## src/rtl/riscv_ctrl_pkg.sv

```systemverilog
// ============================================================================
//  Module   : riscv_ctrl_pkg
//  Purpose  : Opcode, FSM state and datapath-select encodings for control_unit
//  Revision : 1.0  initial release
// ============================================================================
`default_nettype none

package riscv_ctrl_pkg;

  localparam logic [6:0] c_op_r      = 7'b0110011;
  localparam logic [6:0] c_op_imm    = 7'b0010011;
  localparam logic [6:0] c_op_load   = 7'b0000011;
  localparam logic [6:0] c_op_store  = 7'b0100011;
  localparam logic [6:0] c_op_branch = 7'b1100011;
  localparam logic [6:0] c_op_jal    = 7'b1101111;
  localparam logic [6:0] c_op_jalr   = 7'b1100111;
  localparam logic [6:0] c_op_lui    = 7'b0110111;
  localparam logic [6:0] c_op_auipc  = 7'b0010111;

  localparam logic [2:0] c_st_fetch  = 3'd0;
  localparam logic [2:0] c_st_decode = 3'd1;
  localparam logic [2:0] c_st_exec   = 3'd2;
  localparam logic [2:0] c_st_mem    = 3'd3;
  localparam logic [2:0] c_st_wb     = 3'd4;
  localparam logic [2:0] c_st_halt   = 3'd5;

  localparam logic [2:0] c_imm_i = 3'b000;
  localparam logic [2:0] c_imm_s = 3'b001;
  localparam logic [2:0] c_imm_b = 3'b010;
  localparam logic [2:0] c_imm_j = 3'b011;
  localparam logic [2:0] c_imm_u = 3'b100;

  localparam logic [1:0] c_rf_alu = 2'b00;
  localparam logic [1:0] c_rf_dm  = 2'b01;
  localparam logic [1:0] c_rf_pc  = 2'b11;

  localparam logic [1:0] c_alu_add   = 2'b00;
  localparam logic [1:0] c_alu_sub   = 2'b01;
  localparam logic [1:0] c_alu_func  = 2'b10;
  localparam logic [1:0] c_alu_passb = 2'b11;

  localparam logic [2:0] c_f3_beq  = 3'b000;
  localparam logic [2:0] c_f3_bne  = 3'b001;
  localparam logic [2:0] c_f3_blt  = 3'b100;
  localparam logic [2:0] c_f3_bge  = 3'b101;
  localparam logic [2:0] c_f3_bltu = 3'b110;
  localparam logic [2:0] c_f3_bgeu = 3'b111;

  function automatic logic opcode_known(input logic [6:0] op);
    case (op)
      c_op_r, c_op_imm, c_op_load, c_op_store, c_op_branch,
      c_op_jal, c_op_jalr, c_op_lui, c_op_auipc: opcode_known = 1'b1;
      default:                                   opcode_known = 1'b0;
    endcase
  endfunction

endpackage

`default_nettype wire

```

## src/rtl/control_unit_if.sv

```systemverilog
// ============================================================================
//  Module   : control_unit_if
//  Purpose  : Control bundle between the control unit and the RV64I datapath
//  Revision : 1.0  initial release
// ============================================================================
`default_nettype none

interface control_unit_if;
  logic [6:0] opcode;
  logic [2:0] func3;
  logic       flag_beq, flag_bne, flag_blt, flag_bge, flag_bltu, flag_bgeu;

  logic       load_IR, load_PC, we_RF, we_DM;
  logic       sel_ALU_A, sel_ALU_B, sel_PC_A, sel_PC_B, sel_PC_RF;
  logic [2:0] sel_imme;
  logic [1:0] sel_RF_in;
  logic [1:0] alu_op;
  logic       instr_done, illegal;

  modport master (
    input  opcode, func3, flag_beq, flag_bne, flag_blt, flag_bge, flag_bltu, flag_bgeu,
    output load_IR, load_PC, we_RF, we_DM, sel_ALU_A, sel_ALU_B, sel_PC_A, sel_PC_B,
           sel_PC_RF, sel_imme, sel_RF_in, alu_op, instr_done, illegal
  );

  modport slave (
    output opcode, func3, flag_beq, flag_bne, flag_blt, flag_bge, flag_bltu, flag_bgeu,
    input  load_IR, load_PC, we_RF, we_DM, sel_ALU_A, sel_ALU_B, sel_PC_A, sel_PC_B,
           sel_PC_RF, sel_imme, sel_RF_in, alu_op, instr_done, illegal
  );
endinterface

`default_nettype wire

```

## src/rtl/branch_cond.sv

```systemverilog
// ============================================================================
//  Module   : branch_cond
//  Purpose  : Selects the ALU compare flag named by a branch func3
//  Revision : 1.0  initial release
// ============================================================================
`default_nettype none

module branch_cond
  import riscv_ctrl_pkg::*;
(
  input  logic [2:0] i_func3,
  input  logic       i_flag_beq,
  input  logic       i_flag_bne,
  input  logic       i_flag_blt,
  input  logic       i_flag_bge,
  input  logic       i_flag_bltu,
  input  logic       i_flag_bgeu,
  output logic       o_taken,
  output logic       o_illegal_func3
);

  always_comb begin
    o_taken         = 1'b0;
    o_illegal_func3 = 1'b0;
    case (i_func3)
      c_f3_beq:  o_taken = i_flag_beq;
      c_f3_bne:  o_taken = i_flag_bne;
      c_f3_blt:  o_taken = i_flag_blt;
      c_f3_bge:  o_taken = i_flag_bge;
      c_f3_bltu: o_taken = i_flag_bltu;
      c_f3_bgeu: o_taken = i_flag_bgeu;
      default:   o_illegal_func3 = 1'b1;
    endcase
  end

endmodule

`default_nettype wire

```

## src/rtl/control_unit.sv

```systemverilog
// ============================================================================
//  Module   : control_unit
//  Purpose  : Multicycle Moore FSM sequencing the RV64I datapath controls
//  Revision : 1.0  initial release
// ============================================================================
`default_nettype none

module control_unit
  import riscv_ctrl_pkg::*;
#(
  parameter bit HALT_ON_ILLEGAL = 1'b1
) (
  input  logic           clk,
  input  logic           rst_n,
  control_unit_if.master cu
);

  logic [2:0] r_state;
  logic [2:0] w_next_state;
  logic       w_taken, w_bad_func3, w_legal, w_retire;
  logic       w_load_ir, w_load_pc, w_we_rf, w_we_dm;
  logic       w_sel_alu_a, w_sel_alu_b, w_sel_pc_a, w_sel_pc_b, w_sel_pc_rf;
  logic [2:0] w_sel_imme;
  logic [1:0] w_sel_rf_in, w_alu_op;
  logic       w_instr_done, w_illegal;

  branch_cond u_branch_cond (
    .i_func3        (cu.func3),
    .i_flag_beq     (cu.flag_beq),
    .i_flag_bne     (cu.flag_bne),
    .i_flag_blt     (cu.flag_blt),
    .i_flag_bge     (cu.flag_bge),
    .i_flag_bltu    (cu.flag_bltu),
    .i_flag_bgeu    (cu.flag_bgeu),
    .o_taken        (w_taken),
    .o_illegal_func3(w_bad_func3)
  );

  assign w_legal = opcode_known(cu.opcode) &&
                   !((cu.opcode == c_op_branch) && w_bad_func3);

  always_ff @(posedge clk) begin
    if (!rst_n) r_state <= c_st_fetch;
    else        r_state <= w_next_state;
  end

  always_comb begin
    w_next_state = c_st_fetch;
    case (r_state)
      c_st_fetch:  w_next_state = c_st_decode;
      c_st_decode: w_next_state = (w_legal || !HALT_ON_ILLEGAL) ? c_st_exec : c_st_halt;
      c_st_exec: begin
        if (w_legal) begin
          case (cu.opcode)
            c_op_r, c_op_imm, c_op_lui: w_next_state = c_st_wb;
            c_op_load, c_op_store:      w_next_state = c_st_mem;
            default:                    w_next_state = c_st_fetch;
          endcase
        end
      end
      c_st_mem:  w_next_state = (cu.opcode == c_op_load) ? c_st_wb : c_st_fetch;
      c_st_halt: w_next_state = c_st_halt;
      default:   w_next_state = c_st_fetch;
    endcase
  end

  always_comb begin
    w_load_ir    = 1'b0;
    w_load_pc    = 1'b0;
    w_we_rf      = 1'b0;
    w_we_dm      = 1'b0;
    w_sel_alu_a  = 1'b0;
    w_sel_alu_b  = 1'b0;
    w_sel_pc_a   = 1'b0;
    w_sel_pc_b   = 1'b0;
    w_sel_pc_rf  = 1'b0;
    w_sel_imme   = c_imm_i;
    w_sel_rf_in  = c_rf_alu;
    w_alu_op     = c_alu_add;
    w_instr_done = 1'b0;
    w_illegal    = 1'b0;
    w_retire     = 1'b0;

    // Operand selects stay constant from EXEC through WB so the ALU result is stable at write-back
    if (w_legal && (r_state == c_st_exec || r_state == c_st_mem || r_state == c_st_wb)) begin
      case (cu.opcode)
        c_op_r:      begin w_sel_alu_a = 1'b1; w_sel_alu_b = 1'b1; w_alu_op = c_alu_func; end
        c_op_imm:    begin w_sel_alu_a = 1'b1; w_alu_op = c_alu_func; end
        c_op_load:   w_sel_alu_a = 1'b1;
        c_op_store:  begin w_sel_alu_a = 1'b1; w_sel_imme = c_imm_s; end
        c_op_branch: begin w_sel_alu_a = 1'b1; w_sel_alu_b = 1'b1; w_sel_imme = c_imm_b; end
        c_op_jal:    w_sel_imme = c_imm_j;
        c_op_lui:    begin w_sel_imme = c_imm_u; w_alu_op = c_alu_passb; end
        c_op_auipc:  w_sel_imme = c_imm_u;
        default: ;
      endcase
    end

    case (r_state)
      c_st_fetch: w_load_ir = 1'b1;
      c_st_exec: begin
        if (!w_legal) begin
          w_retire = 1'b1;
        end else begin
          case (cu.opcode)
            c_op_branch: begin
              w_sel_pc_a   = 1'b1;
              w_sel_pc_b   = ~w_taken;
              w_load_pc    = 1'b1;
              w_instr_done = 1'b1;
            end
            c_op_jal, c_op_jalr: begin
              w_we_rf      = 1'b1;
              w_sel_rf_in  = c_rf_pc;
              w_sel_pc_rf  = 1'b1;
              w_sel_pc_a   = (cu.opcode == c_op_jal);
              w_load_pc    = 1'b1;
              w_instr_done = 1'b1;
            end
            c_op_auipc: begin
              w_we_rf     = 1'b1;
              w_sel_rf_in = c_rf_pc;
              w_retire    = 1'b1;
            end
            default: ;
          endcase
        end
      end
      c_st_mem: begin
        if (cu.opcode == c_op_store) begin
          w_we_dm  = 1'b1;
          w_retire = 1'b1;
        end
      end
      c_st_wb: begin
        w_we_rf     = 1'b1;
        w_sel_rf_in = (cu.opcode == c_op_load) ? c_rf_dm : c_rf_alu;
        w_retire    = 1'b1;
      end
      c_st_halt: w_illegal = 1'b1;
      default: ;
    endcase

    if (w_retire) begin
      w_sel_pc_a   = 1'b1;
      w_sel_pc_b   = 1'b1;
      w_load_pc    = 1'b1;
      w_instr_done = 1'b1;
    end
  end

  // Enables are forced low during reset so an abandoned instruction cannot write anything
  assign cu.load_IR    = rst_n & w_load_ir;
  assign cu.load_PC    = rst_n & w_load_pc;
  assign cu.we_RF      = rst_n & w_we_rf;
  assign cu.we_DM      = rst_n & w_we_dm;
  assign cu.instr_done = rst_n & w_instr_done;
  assign cu.illegal    = rst_n & w_illegal;
  assign cu.sel_ALU_A  = w_sel_alu_a;
  assign cu.sel_ALU_B  = w_sel_alu_b;
  assign cu.sel_PC_A   = w_sel_pc_a;
  assign cu.sel_PC_B   = w_sel_pc_b;
  assign cu.sel_PC_RF  = w_sel_pc_rf;
  assign cu.sel_imme   = w_sel_imme;
  assign cu.sel_RF_in  = w_sel_rf_in;
  assign cu.alu_op     = w_alu_op;

endmodule

`default_nettype wire

```

## src/flat_wrapper.sv

```systemverilog
// flat-port wrapper written by rule: the top's interface ports become plain ports
module control_unit_flat import riscv_ctrl_pkg::*;
#(
  parameter bit HALT_ON_ILLEGAL = 1'b1
)
  (clk, rst_n, cu_opcode, cu_func3, cu_flag_beq, cu_flag_bne, cu_flag_blt, cu_flag_bge, cu_flag_bltu, cu_flag_bgeu, cu_load_IR, cu_load_PC, cu_we_RF, cu_we_DM, cu_sel_ALU_A, cu_sel_ALU_B, cu_sel_PC_A, cu_sel_PC_B, cu_sel_PC_RF, cu_sel_imme, cu_sel_RF_in, cu_alu_op, cu_instr_done, cu_illegal);
  control_unit_if cu_i ();
  input  logic clk;
  input  logic rst_n;
  input wire logic [$bits(cu_i.opcode)-1:0] cu_opcode;
  input wire logic [$bits(cu_i.func3)-1:0] cu_func3;
  input wire logic [$bits(cu_i.flag_beq)-1:0] cu_flag_beq;
  input wire logic [$bits(cu_i.flag_bne)-1:0] cu_flag_bne;
  input wire logic [$bits(cu_i.flag_blt)-1:0] cu_flag_blt;
  input wire logic [$bits(cu_i.flag_bge)-1:0] cu_flag_bge;
  input wire logic [$bits(cu_i.flag_bltu)-1:0] cu_flag_bltu;
  input wire logic [$bits(cu_i.flag_bgeu)-1:0] cu_flag_bgeu;
  output wire logic [$bits(cu_i.load_IR)-1:0] cu_load_IR;
  output wire logic [$bits(cu_i.load_PC)-1:0] cu_load_PC;
  output wire logic [$bits(cu_i.we_RF)-1:0] cu_we_RF;
  output wire logic [$bits(cu_i.we_DM)-1:0] cu_we_DM;
  output wire logic [$bits(cu_i.sel_ALU_A)-1:0] cu_sel_ALU_A;
  output wire logic [$bits(cu_i.sel_ALU_B)-1:0] cu_sel_ALU_B;
  output wire logic [$bits(cu_i.sel_PC_A)-1:0] cu_sel_PC_A;
  output wire logic [$bits(cu_i.sel_PC_B)-1:0] cu_sel_PC_B;
  output wire logic [$bits(cu_i.sel_PC_RF)-1:0] cu_sel_PC_RF;
  output wire logic [$bits(cu_i.sel_imme)-1:0] cu_sel_imme;
  output wire logic [$bits(cu_i.sel_RF_in)-1:0] cu_sel_RF_in;
  output wire logic [$bits(cu_i.alu_op)-1:0] cu_alu_op;
  output wire logic [$bits(cu_i.instr_done)-1:0] cu_instr_done;
  output wire logic [$bits(cu_i.illegal)-1:0] cu_illegal;
  assign cu_i.opcode = cu_opcode;
  assign cu_i.func3 = cu_func3;
  assign cu_i.flag_beq = cu_flag_beq;
  assign cu_i.flag_bne = cu_flag_bne;
  assign cu_i.flag_blt = cu_flag_blt;
  assign cu_i.flag_bge = cu_flag_bge;
  assign cu_i.flag_bltu = cu_flag_bltu;
  assign cu_i.flag_bgeu = cu_flag_bgeu;
  assign cu_load_IR = cu_i.load_IR;
  assign cu_load_PC = cu_i.load_PC;
  assign cu_we_RF = cu_i.we_RF;
  assign cu_we_DM = cu_i.we_DM;
  assign cu_sel_ALU_A = cu_i.sel_ALU_A;
  assign cu_sel_ALU_B = cu_i.sel_ALU_B;
  assign cu_sel_PC_A = cu_i.sel_PC_A;
  assign cu_sel_PC_B = cu_i.sel_PC_B;
  assign cu_sel_PC_RF = cu_i.sel_PC_RF;
  assign cu_sel_imme = cu_i.sel_imme;
  assign cu_sel_RF_in = cu_i.sel_RF_in;
  assign cu_alu_op = cu_i.alu_op;
  assign cu_instr_done = cu_i.instr_done;
  assign cu_illegal = cu_i.illegal;
  control_unit #(.HALT_ON_ILLEGAL(HALT_ON_ILLEGAL)) u_core (.clk(clk), .rst_n(rst_n), .cu(cu_i));
endmodule
```

## config.mk

```make
export PLATFORM = sky130hd
export DESIGN_NAME = control_unit_flat
export DESIGN_NICKNAME = d
export VERILOG_FILES = /design/src/rtl/riscv_ctrl_pkg.sv /design/src/rtl/control_unit_if.sv /design/src/rtl/branch_cond.sv /design/src/rtl/control_unit.sv /design/src/flat_wrapper.sv
export SDC_FILE = /design/constraint.sdc
export NUM_CORES = 1
export LEC_CHECK = 0
export ABC_AREA = 0
export CORE_MARGIN = 2
export CORE_UTILIZATION = 33
export DETAILED_ROUTE_END_ITERATION = 6
export GPL_TIMING_DRIVEN = 0
export PLACE_DENSITY_LB_ADDON = 0.25
export REMOVE_ABC_BUFFERS = 1
export SYNTH_ARGS = -nofsm -noshare
export SYNTH_HDL_FRONTEND = slang
export SYNTH_HIERARCHICAL = 1
export SYNTH_SLANG_ARGS = --single-unit
```

## constraint.sdc

```tcl
create_clock -name clk -period 4.8 [get_ports clk]
set_input_delay 0.96 -clock clk [delete_from_list [all_inputs] [get_ports clk]]
set_output_delay 0.96 -clock clk [all_outputs]
set_load 0.02 [all_outputs]
```

# Word level (Yosys, flattened, before mapping)
# Cells that the tools add are included.
[word_totals]
reg_bits = 3
inputBits = 18
output_inout_bits = 18
word_cells = 90
[classes]
eq_ne = 19
mux = 45
bitwise_logic = 6
reduce_logical = 19
[ops]
columns = ["op", "n"]
rows = [
  ["two-way mux 1 bit", 29],
  ["equality test 7 x 6 -> 1 bit, second input constant", 3],
  ["equality test 7 bit, second input constant", 3],
  ["equality test 3 bit, second input constant", 6],
  ["case mux 3 bit (5 select lines)", 1],
  ["equality test 7 x 5 -> 1 bit, second input constant", 2],
  ["two-way mux 3 bit", 4],
  ["case mux 3 bit (4 select lines)", 1],
  ["OR reduction 2 bit", 5],
  ["OR reduction 3 bit", 3],
  ["OR reduction 9 bit", 1],
  ["case mux 2 bit (2 select lines)", 2],
  ["equality test 7 x 2 -> 1 bit, second input constant", 1],
  ["equality test 3 x 1 -> 1 bit, second input constant", 2],
  ["equality test 3 x 2 -> 1 bit, second input constant", 2],
  ["logical NOT 3 bit", 2],
  ["two-way mux 2 bit", 3],
  ["case mux 1 bit (6 select lines)", 1],
  ["case mux 3 bit (2 select lines)", 1],
  ["OR reduction 6 bit", 1],
  ["AND 1 bit", 5],
  ["OR reduction 5 bit", 1],
  ["case mux 1 bit (2 select lines)", 2],
  ["logical AND 1 bit", 3],
  ["other kinds (4)", 5],
]

# Logic depth before layout (Yosys ltp)
# Gate-level depths: netlist of run 1.
[depth]
depth_word = 10
mapped_depth = 6

# By module
# The synthesis of run 1 kept the hierarchy.
[modules_own_cells]
columns = ["module", "n_inst", "cells_each", "area_each_um2", "seq_area_each_um2"]
rows = [
  ["control_unit", 1, 86, 619.3, 60.1],
  ["branch_cond", 1, 5, 52.6, 0.0],
]

# Worst setup path before layout of run 1
# Ideal clock, no wire load.
[synth_path]
kind = "input-to-output"
start = "in cu_opcode[4]"
end = "out cu_load_PC"
arrival_time_ns = 2.428
required_ns = 3.840
slack_ns = 1.412
stages = 6
n_path_buf = 2
cell_sequence = "buf_6 -> mux2_2 -> o22ai_4 -> nand3_2 -> o32ai_2 -> buf_4"
[synth_between]
elab_chain_len = 8
word_cells_on_any_way = 24
classes_between = "eq/ne (9); mux (9); bitwise (1); reduce/logical (5)"
[synth_rtl]
columns = ["element", "line_no", "text"]
rows = [
  ["from (decl)", "flat_wrapper.sv:10", "input wire logic [$bits(cu_i.opcode)-1:0] cu_opcode;"],
  ["equality test 7 x 6 -> 1 bit, or another cell as far along", "riscv_ctrl_pkg.sv:50", "case (op)"],
  ["OR reduction 9 bit or logical AND 1 bit (tied branches)", "riscv_ctrl_pkg.sv:50, control_unit.sv:40", ""],
  ["two-way mux 1 bit or logical NOT 1 bit (tied branches)", "riscv_ctrl_pkg.sv:50, control_unit.sv:40", ""],
  ["logical AND 1 bit", "control_unit.sv:39", "assign w_legal = opcode_known(cu.opcode) &&"],
  ["two-way mux 1 bit", "control_unit.sv:102", "if (!w_legal) begin"],
  ["case mux 1 bit (3 select lines) or two-way mux 1 bit (tied branches)", "--", ""],
  ["two-way mux 1 bit *", "--", ""],
  ["AND 1 bit *", "--", ""],
  ["to (decl)", "flat_wrapper.sv:19", "output wire logic [$bits(cu_i.load_PC)-1:0] cu_load_PC;"],
]
# Every way passes the cells marked *; elsewhere a longest branch is shown, timed or not.

# Final worst setup path of run 1
[layout_path]
start = "in cu_opcode[5]"
end = "out cu_load_PC"
[layout_between]
elab_chain_len = 8
word_cells_on_any_way = 24
classes_between = "eq/ne (9); mux (9); bitwise (1); reduce/logical (5)"
[layout_rtl]
columns = ["element", "line_no", "text"]
rows = [
  ["equality test 7 x 6 -> 1 bit, or another cell as far along", "riscv_ctrl_pkg.sv:50", ""],
  ["OR reduction 9 bit or logical AND 1 bit (tied branches)", "riscv_ctrl_pkg.sv:50, control_unit.sv:40", ""],
  ["two-way mux 1 bit or logical NOT 1 bit (tied branches)", "riscv_ctrl_pkg.sv:50, control_unit.sv:40", ""],
  ["logical AND 1 bit", "control_unit.sv:39", ""],
  ["two-way mux 1 bit", "control_unit.sv:102", ""],
  ["case mux 1 bit (3 select lines) or two-way mux 1 bit (tied branches)", "control_unit.sv:99", "case (r_state)"],
  ["two-way mux 1 bit *", "control_unit.sv:144", "if (w_retire) begin"],
  ["AND 1 bit *", "control_unit.sv:154", "assign cu.load_PC = rst_n & w_load_pc;"],
]
# Marked as above.

==> results of run 1 <==
power by group:
| part | total [mW] | internal [mW] | switching [mW] |
|---|---|---|---|
| sequential | 0.0289 | 0.0265 | 0.00242 |
| combinational | 0.0576 | 0.0299 | 0.0276 |
| clock | 0.0431 | 0.0311 | 0.0120 |
| total | 0.130 | 0.0875 | 0.0421 |
cell families after synthesis:
family / Yosys count / share of synthesized area [%]
compound gates: 21 / 27.4
buf+inv: 9 / 7.26
simple gates: 54 / 48.4
mux: 3 / 6.70
xor+xnor: 1 / 1.30
flops: 3 / 8.94
cell usage in the layout, fill, tap and decap left out, types with 2 or more instances in the layout:
cell                              instances
sky130_fd_sc_hd__a21oi_1                  4
sky130_fd_sc_hd__a31oi_1                  2
sky130_fd_sc_hd__and2_1                   2
sky130_fd_sc_hd__and3_1                   4
sky130_fd_sc_hd__clkbuf_4                 3
sky130_fd_sc_hd__clkdlybuf4s50_1         35
sky130_fd_sc_hd__dfxtp_1                  3
sky130_fd_sc_hd__inv_1                    3
sky130_fd_sc_hd__mux2_2                   2
sky130_fd_sc_hd__nand2_1                  7
sky130_fd_sc_hd__nand2b_1                 6
sky130_fd_sc_hd__nand3_1                  3
sky130_fd_sc_hd__nand3_2                  2
sky130_fd_sc_hd__nor2_1                  11
sky130_fd_sc_hd__nor2b_1                  3
sky130_fd_sc_hd__nor3_1                   5
sky130_fd_sc_hd__nor4_1                   4
how the worst max path moves through the flow:
stage	endpoint	depth (start not counted)	slack, ps	start
after floorplan	cu_sel_ALU_B	4	1560	cu_opcode[4]
after global placement	cu_instr_done	6	490	cu_opcode[4]
after detailed placement	cu_load_PC	6	460	cu_opcode[5]
after CTS	cu_load_PC	6	430	cu_opcode[5]
after global routing	cu_instr_done	6	320	cu_opcode[5]
final	cu_load_PC	6	430	cu_opcode[5]
area by class of cell:
type / instances / area (um^2)
Inverter: 3 / 11.3
Timing Repair Buffer: 35 / 350
Sequential cell: 3 / 60.1
Clock buffer: 4 / 26.3
Multi-Input combinational cell: 79 / 563
Tap cell: 27 / 33.8
Fill cell: 187 / 897
metrics by stage:
stage,cell area (um^2),util [%]
finish,1040,53.8
global route,1040,53.8
CTS,1040,53.8
detailed placement,1020,52.4
global placement,1020,52.4
floorplan,634,-
routing by layer:
layer	GRT usage, %	vias up
met5	0	-
met1	21.5	397
met4	5.24	0
met3	3.37	0
li1	-	416
met2	32.4	35
worst min-delay path, stage by stage (launching register included):
cell                      delay, ps
sky130_fd_sc_hd__dfxtp_1        370
sky130_fd_sc_hd__inv_1          100
sky130_fd_sc_hd__nand2_1         90
sky130_fd_sc_hd__nor3_1          60
==> impl_results.md, run 1 <==
- Number of pins with negative max-slew slack in the final report: 0
- Type of the tightest min-delay check: reg2reg
- Most frequent cells after synthesis: sky130_fd_sc_hd__nor2_1 (11), sky130_fd_sc_hd__nand2_1 (7), sky130_fd_sc_hd__nand2b_1 (6)
- Quantity of hold-fixing buffers added after cts: 0
- Data required time of the worst path: 3840 ps
- CP peak stage delay: roughly 690 ps
- Setup repair after global routing missed its margin: no
- Instance count of the mapped netlist: 91
- Antenna violations before repair: 0
- CP max-delay cell: sky130_fd_sc_hd__clkdlybuf4s50_1
- Clock tree from TritonCTS: built
- Synth-to-layout area growth: 55.5%
- Most repeated library cell on the critical path: sky130_fd_sc_hd__clkdlybuf4s50_1
- Max layer used: met3
- Sequential-to-total area share from yosys stat: under 10%
- Mapped Area: about 670 um^2
- Total Die Area: 0.00241 mm^2
- Leading cell type by number of instances after synthesis: sky130_fd_sc_hd__nor2_1
- Die extent in y: 49.1 um
- Root buf cell: sky130_fd_sc_hd__clkbuf_4
- Mean instance size in the synthesized netlist: 7.38 um^2
- Type of element launching the critical path: input pin
- Initial core utilization: between 30% and 40%
- Yosys top cell by area: sky130_fd_sc_hd__dfxtp_1
- Clock tree buffer depth: 2
- Setup Slack @ Placement: ~460 ps
- Count of TritonRoute iterations in the first routing pass: 4
- Final HPWL from detailed placement: around 1.6 mm
- Number of nets still failing antenna checks after routing: 0
- Via total after detailed routing: around 850
- Largest fanout on the critical path: 11
- CP bufs+invs: 2
- Post-CTS Resized: 0
- Final antenna diode count: 0
- Max Clock Skew: 0.828 ps
- Layout cell share with drive strength beyond 1: between 10% and 20%
- Total congestion overflow: 0
- Number of DRC violations after detailed routing: 0
- Number of flops mapped to enable cells by yosys: 0
- Data arrival, critical path: between 3000 and 4000 ps
- Largest registers: u_core/r_state (3)
- Pin count of the biggest net entering global routing: 12
- Leakage component of the power: ~0.36 nW
- Clock transition at the register clock pins on the worst setup and hold paths after CTS: around 40 ps
- WL per Instance: around 13 um
- Total of flip-flops plus latches after synthesis: 3
- Register ranked first by flip-flop count: u_core/r_state
- DIE WIDTH: 49.1 um
- Clock buffer count from CTS: 3
- Worst Hold Depth: 3
- Wire length of the first global-routing pass: around 3.5 mm
- Length of routed met2 wiring: between 1 and 1.5 mm
- Number of hold-slack violations in the final timing report: 0
- Hold worst-path end: u_core/r_state[1]
- R2R setup slack: approximately 3500 ps
- Post-synthesis async set-or-reset flop share: 0%
- Top area cells in the synthesized netlist: sky130_fd_sc_hd__dfxtp_1 (8.9%), sky130_fd_sc_hd__nor2_1 (6.1%), sky130_fd_sc_hd__nand2b_1 (5.6%)
- Run status: finished, final reports clean
- Delay-heaviest family, CP: buffers and inverters
- Boundary Pins: 36
- Vias in the first global route: roughly 830
- Wire length the detailed router placed on met1: 897 um
- Post-route insts no fill: 151
- Total Nets Final: approximately 140
- Cell Pwr Density: 124 mW/mm^2
- Tot GR Track Use: 18.0%
- Post-route clock period utilization: just over 90%
- Final period demand of the worst path: 4370 ps
- Reg2Reg Capture Point: u_core/r_state[2]
- Max cap viols: 0
- Ordered cell list for the critical path: clkdlybuf4s50_1, nand4_1, o22ai_4, nand3_2, o32ai_2, clkdlybuf4s50_1
- Flip-flop cell with the highest count after synthesis: sky130_fd_sc_hd__dfxtp_1
- Final setup violation count: 0
- Clock sink count: 3
- Tightest slew margin relative to the limit: 66.2%
- Detailed-route vias per instance: between 5 and 6
- Cell total after placement: around 150
- Post-route worst setup slack: approximately 430 ps
- Post-route worst hold slack: about 670 ps
- First-iteration detailed-routing DRC count: 18
- Setup TNS Final: 0 ps
- Worst flop-to-flop path startpoint: u_core/r_state[1]
- CP Capture Type: output pin
- H-tree lvl count: 1
- Quantity of I/O buffers inserted on ports: 35
- Placeable core region: 0.00194 mm^2
- Post-layout total power: between 0.1 and 0.15 mW
- Std cell rows: 16
- Highest achievable clock rate: around 0.23 GHz
- Length of routed met3 wiring: 89 um
- Max FFs per register: 3
- Class of the most critical setup path: in2out
- Maximum vdd drop: a little over 0.08 mV
- Post-CTS setup repair buffer count: 0
- Fraction of post-synthesis cell area in the top cell type by area: 8.94%
- Startpoint of the tightest hold check path: u_core/r_state[2]
- Worst reg2reg path depth: 4
- Least-Margin Pin Slew: ~500 ps
- Number of library cell types mapped by synthesis: 43
- Global placer's final weighted congestion: just over 0.8
- Number of warnings reported in the yosys synthesis log: 6
- Worst-skew pair later-pin latency: 230 ps
- Sum of routed wire length over all layers: roughly 2.0 mm
(Power assumes the default switching activity.)
==> inputs of run 2 (changes only) <==
- MAX_ROUTING_LAYER: not set -> met4
==> run 2 against run 1 <==
Compared with the run above: first-iteration DRC count unchanged; design area unchanged; fmax about the same; clock skew unchanged; non-clock buffer count unchanged; die area unchanged; combinational power about the same; power about the same; routed wire length about the same; global-route usage increased by 0.57 points; sequential share of layout area unchanged.
==> impl_results.md, run 2 (synthesis gave the netlist of run 1 again) <==
- Post-route worst setup slack: 433 ps
- Global placer's final weighted congestion: 0.819
- Delay-heaviest family, CP: buffers and inverters
- CP max-delay cell: sky130_fd_sc_hd__clkdlybuf4s50_1
- Synth-to-layout area growth: 55.5%
- Class of the most critical setup path: in2out
- Largest fanout on the critical path: 11
- Maximum vdd drop: roughly 0.081 mV
- Number of nets still failing antenna checks after routing: 0
- Total congestion overflow: 0
- Commonest non-fill, non-tap cells in the layout: sky130_fd_sc_hd__clkdlybuf4s50_1 (35), sky130_fd_sc_hd__nor2_1 (11), sky130_fd_sc_hd__nand2_1 (7)
- Worst-skew pair later-pin latency: 230 ps
- Most common cell after layout, fill and taps aside: sky130_fd_sc_hd__clkdlybuf4s50_1
- Placeable core region: about 0.002 mm^2
- Most repeated library cell on the critical path: sky130_fd_sc_hd__clkdlybuf4s50_1
- Data arrival, critical path: between 3000 and 4000 ps
- Pin count of the biggest net entering global routing: 12
- Tot GR Track Use: around 19%
- Clock group share of total power: between 30% and 40%
- Layout cell share with drive strength beyond 1: between 10% and 20%
- Via total after detailed routing: around 850
- Antenna violations before repair: 0
- Quantity of I/O buffers inserted on ports: 35
- Combinational power share: roughly 44%
- Dpl cell area: 0.00102 mm^2
- Final HPWL from detailed placement: 1.58 mm
- Total Nets Final: about 140
- Setup TNS Final: 0 ps
- Count of TritonRoute iterations in the first routing pass: 4
- Max cap viols: 0
- Internal Power: slightly below 0.09 mW
- Clock buffer count from CTS: 3
- Tightest slew margin relative to the limit: 66.2%
- Setup Slack @ Placement: approximately 460 ps
- Type of the tightest min-delay check: reg2reg
- Final Cell Area: 0.00104 mm^2
- Boundary Pins: 36
- Wire length of the first global-routing pass: around 3.5 mm
- Max Clock Skew: approximately 0.83 ps
- Number of DRC violations after detailed routing: 0
- Quantity of hold-fixing buffers added after cts: 0
- H-tree lvl count: 1
- Register ranked first by flip-flop count: u_core/r_state
- Leakage component of the power: 0.363 nW
- Post-layout total power: ~0.13 mW
- Root buf cell: sky130_fd_sc_hd__clkbuf_4
- Data required time of the worst path: 3840 ps
- Multi-input gate area: 563 um^2
- Total Die Area: around 0.0024 mm^2
- Post-route clock period utilization: between 90 and 100%
- Clock transition at the register clock pins on the worst setup and hold paths after CTS: 40 ps
- Final setup violation count: 0
- Max FFs per register: 3
- DIE WIDTH: 49.1 um
- WL per Instance: around 13 um
- Setup repair after global routing missed its margin: no
- Least-Margin Pin Slew: ~500 ps
- Ordered cell list for the critical path: clkdlybuf4s50_1, nand4_1, o22ai_4, nand3_2, o32ai_2, clkdlybuf4s50_1
- Post-route insts no fill: approximately 150
- CP Capture Type: output pin
- Post-CTS setup repair buffer count: 0
- Clock tree buffer depth: 2
- Sw frac: approximately a third
- Cell total after placement: 147
- Filler Cell Count: 187
- Std cell rows: 16
- Cell Pwr Density: about 120 mW/mm^2
- Clock sink count: 3
- CP peak stage delay: approximately 690 ps
- First-iteration detailed-routing DRC count: 18
- Initial core utilization: ~35%
- Net Sw Power: 0.0421 mW
- Run status: finished, final reports clean
- CP bufs+invs: 2
- Type of element launching the critical path: input pin
- Number of hold-slack violations in the final timing report: 0
- Post-CTS Resized: 0
- Clock tree from TritonCTS: built
- Area used by sequential logic in the layout: 60.1 um^2
- Detailed-route vias per instance: roughly 5.6
- Die extent in y: 49.1 um
- Number of pins with negative max-slew slack in the final report: 0
- Highest achievable clock rate: around 0.23 GHz
- Final antenna diode count: 0
- Largest registers: u_core/r_state (3)
- Register share of total power: 22.3%
- Final period demand of the worst path: around 4400 ps
- Sum of routed wire length over all layers: approximately 2 mm
- Vias in the first global route: roughly 830
==> run 2: layer usage <==
metal | routed length [um] | track usage [%] | up-vias
li1 | - | - | 416
met3 | 89 | 3.37 | 0
met2 | 1000 | 32.4 | 35
met5 | 0 | - | -
met1 | 897 | 21.7 | 397
met4 | 0 | 5.24 | 0
==> run 2: stage by stage <==
step                      hold WS [ps]  util, %
after CTS                          654     53.8
after global placement             637     52.4
final                              673     53.8
after floorplan                    569        -
after detailed placement           648     52.4
after global routing               724     53.8
==> run 2: tightest hold or removal path: stages (launching register included) <==
cell                      delay [ps]
sky130_fd_sc_hd__dfxtp_1         370
sky130_fd_sc_hd__inv_1           100
sky130_fd_sc_hd__nand2_1          90
sky130_fd_sc_hd__nor3_1           60
==> run 2: final timing paths <==
| check | cells after the start | slack [ps] | end | start |
|---|---|---|---|---|
| setup / recovery | 6 | 430 | cu_load_PC | cu_opcode[5] |
| hold / removal | 3 | 670 | u_core/r_state[1] | u_core/r_state[2] |
| setup reg to reg | 4 | 3500 | u_core/r_state[2] | u_core/r_state[1] |
| hold reg to reg | 3 | 670 | u_core/r_state[1] | u_core/r_state[2] |
==> run 2: final cells by class <==
class | count | share of cell area (%)
Clock buffer | 4 | 2.51
Inverter | 3 | 1.08
Multi-Input combinational cell | 79 | 53.9
Sequential cell | 3 | 5.75
Tap cell | 27 | 3.23
Timing Repair Buffer | 35 | 33.5
==> run 2: power by group through the flow <==
stage | Clock, mW | Combinational [mW] | Sequential [mW]
finish | 0.0431 | 0.0576 | 0.0289
detailed placement | 0 | 0.0570 | 0.0292
global route | 0.0485 | 0.0625 | 0.0293
CTS | 0.0447 | 0.0573 | 0.0288
floorplan | 0 | 0.0283 | 0.0284
global placement | 0 | 0.0564 | 0.0291
==> inputs of run 3 (changes only) <==
- CTS_BUF_LIST: not set -> sky130_fd_sc_hd__clkbuf_2
- SYNTH_HIERARCHICAL: 1 -> not set
==> run 3 against run 2 <==
Compared with the run above: clock-buffer cell count unchanged; via count is 4.1% lower; combinational power rose by 4.7%; critical path depth is the same; clock skew grew 3.6 ps; clock power shrank 16%; highest routed layer unchanged; largest cell class unchanged; synthesized cell count did not move; area after synthesis fell by 4.8%; utilization up 3.3 points; fmax up 1.5%.
==> impl_results.md, run 3 <==
- H-tree lvl count: 1
- Largest family of logic cells by synthesized area: simple AND/OR/NAND/NOR gates
- Post-route worst hold slack: 654 ps
- Quantity of hold-fixing buffers added after cts: 0
- Data arrival, critical path: ~3300 ps
- Global placer's final weighted congestion: about 0.80
- Setup repair after global routing missed its margin: no
- Pin count of the biggest net entering global routing: 14
- WL per Instance: ~13 um
- Initial core utilization: a little over a third
- Final period demand of the worst path: 4300 ps
- Highest achievable clock rate: between 0.2 and 0.25 GHz
- Tot GR Track Use: about 18%
- Mapped Area: 639 um^2
- Final antenna diode count: 0
- Final HPWL from detailed placement: 1.51 mm
- Std cell rows: 15
- Clock buffer count from CTS: 3
- Quantity of I/O buffers inserted on ports: 35
- Total of flip-flops plus latches after synthesis: 3
- Number of DRC violations after detailed routing: 0
- Post-route insts no fill: 150
- Total congestion overflow: 0
- Post-synthesis share of cell area spent on and, or, nand and nor gates: roughly 53%
- Clock tree buffer depth: 2
- Synth-to-layout area growth: 59.1%
- Least-Margin Pin Slew: 507 ps
- Wire length of the first global-routing pass: about 2.9 mm
- Instance count of the mapped netlist: slightly above 90
- Maximum vdd drop: 0.104 mV
- Post-synthesis async set-or-reset flop share: 0%
- Sequential-to-total area share from yosys stat: under 10%
- Root buf cell: sky130_fd_sc_hd__clkbuf_2
- Cell total after placement: about 150
- Class of the most critical setup path: in2out
- Clock tree from TritonCTS: built
- Worst-skew pair later-pin latency: roughly 210 ps
- Register ranked first by flip-flop count: u_core.r_state
- Max cap viols: 0
- Clock sink count: 3
- Number of flops mapped to enable cells by yosys: 0
- Post-route worst setup slack: around 500 ps
- Complex-gate fraction of the synthesized area: 24.1%
- Post-route clock period utilization: about nine tenths
- Sum of routed wire length over all layers: around 1.9 mm
- Via total after detailed routing: slightly above 800
- Commonest non-fill, non-tap cells in the layout: sky130_fd_sc_hd__clkdlybuf4s50_1 (35), sky130_fd_sc_hd__nor2_1 (9), sky130_fd_sc_hd__nand2_1 (7), sky130_fd_sc_hd__nor2b_1 (7), sky130_fd_sc_hd__nor3_1 (6)
- Vias in the first global route: a little over 700
- Number of library cell types mapped by synthesis: 39
- Util after Layout: 57.1%
- Most frequent cells after synthesis: sky130_fd_sc_hd__nor2_1 (9), sky130_fd_sc_hd__nand2_1 (7), sky130_fd_sc_hd__nor2b_1 (7)
- Largest fanout on the critical path: 7
- Setup TNS Final: 0 ps
- Number of warnings reported in the yosys synthesis log: 0
- Clock transition at the register clock pins on the worst setup and hold paths after CTS: 40 ps
- First-iteration detailed-routing DRC count: 14
- Setup Slack @ Placement: about 500 ps
- DIE WIDTH: approximately 48 um
- Post-layout total power: 0.129 mW
- Xor and xnor fraction of the mapped netlist area: about 2.7%
- Number of nets still failing antenna checks after routing: 0
- Max Clock Skew: around 4.4 ps
- Flip-flop cell with the highest count after synthesis: sky130_fd_sc_hd__dfxtp_1
- Data required time of the worst path: 3840 ps
- Most common cell after layout, fill and taps aside: sky130_fd_sc_hd__clkdlybuf4s50_1
- Number of hold-slack violations in the final timing report: 0
- Run status: finished, final reports clean
- Multiplexer area fraction after synthesis: 5.09%
- Post-CTS setup repair buffer count: 0
- Fraction of the mapped netlist area in adder cells: 0%
- Final setup violation count: 0
- Leading cell type by number of instances after synthesis: sky130_fd_sc_hd__nor2_1
- CP Capture Type: output pin
- Type of the tightest min-delay check: reg2reg
- Top area cells in the synthesized netlist: sky130_fd_sc_hd__dfxtp_1 (9.4%), sky130_fd_sc_hd__nor2b_1 (6.8%), sky130_fd_sc_hd__nor2_1 (5.3%)
- Total Die Area: 0.00231 mm^2
- Max FFs per register: 3
- Leakage component of the power: roughly 0.31 nW
- Antenna violations before repair: 0
- Count of TritonRoute iterations in the first routing pass: 4
- Placeable core region: about 0.0018 mm^2
- Yosys top cell by area: sky130_fd_sc_hd__dfxtp_1
- Mean instance size in the synthesized netlist: 7.03 um^2
- Boundary Pins: 36
- Tightest slew margin relative to the limit: about two thirds
- Layout cell share with drive strength beyond 1: between 10% and 20%
- Number of pins with negative max-slew slack in the final report: 0
- Dpl cell area: 997 um^2
- Cell Pwr Density: around 130 mW/mm^2
- Final Cell Area: ~0.0010 mm^2
- Detailed-route vias per instance: between 5 and 6
- Total Nets Final: 144
- Fraction of post-synthesis cell area in the top cell type by area: about a tenth
- Type of element launching the critical path: input pin
- Largest registers: u_core.r_state (3)
- Post-CTS Resized: 0
- Die extent in y: around 48 um
## run 3: cell types whose count changed after synthesis, moves of 3 or more
cell	delta
sky130_fd_sc_hd__and3_1	-4
sky130_fd_sc_hd__o21ai_0	+3
sky130_fd_sc_hd__nor4_1	-3
sky130_fd_sc_hd__nor2b_1	+4
sky130_fd_sc_hd__nor3b_1	+3
## run 3: final cells by class
class | instances | area [um^2]
fill | 175 | 766
multi-input combinational | 79 | 541
timing repair buffer | 35 | 350
sequential | 3 | 60.1
tap | 25 | 31.3
clock buffer | 4 | 20.0
inverter | 4 | 15.0
## run 3: critical path: stages
cell and delay (ps):
sky130_fd_sc_hd__clkdlybuf4s50_1 600, sky130_fd_sc_hd__nand3b_1 210, sky130_fd_sc_hd__or2_1 330, sky130_fd_sc_hd__a211o_1 370, sky130_fd_sc_hd__nor4_2 230, sky130_fd_sc_hd__clkdlybuf4s50_1 630
## run 3: logic make-up (layout without fill, tap and decap cells)
logic type / after synthesis / count (layout)
xor+xnor: 2 / 2
mux: 2 / 2
simple gates: 53 / 53
buf+inv: 9 / 43
flops: 3 / 3
compound gates: 22 / 22
## run 3: per-layer routing
layer | part of all wire (%) | GRT usage (%)
met3 | 6.1 | 4.91
met5 | 0 | -
met1 | 46 | 21.4
met2 | 48 | 29.9
met4 | 0 | 1.62
## run 3: worst paths after layout
check | cells past startpoint | slack (ps) | from | end
worst min register to register | 2 | 650 | u_core.r_state[0] | u_core.r_state[0]
worst min-delay path | 2 | 650 | u_core.r_state[0] | u_core.r_state[0]
worst max register to register | 4 | 3470 | u_core.r_state[1] | u_core.r_state[2]
worst max-delay path | 6 | 500 | cu_opcode[6] | cu_sel_ALU_B
## run 3: report_power, final
| group | switching (mW) | internal [mW] | total (mW) | leakage (nW) |
|---|---|---|---|---|
| Combinational | 0.0275 | 0.0329 | 0.0603 | 0.269 |
| Sequential | 0.00526 | 0.0272 | 0.0325 | 0.0248 |
| Clock | 0.0140 | 0.0220 | 0.0360 | 0.0166 |
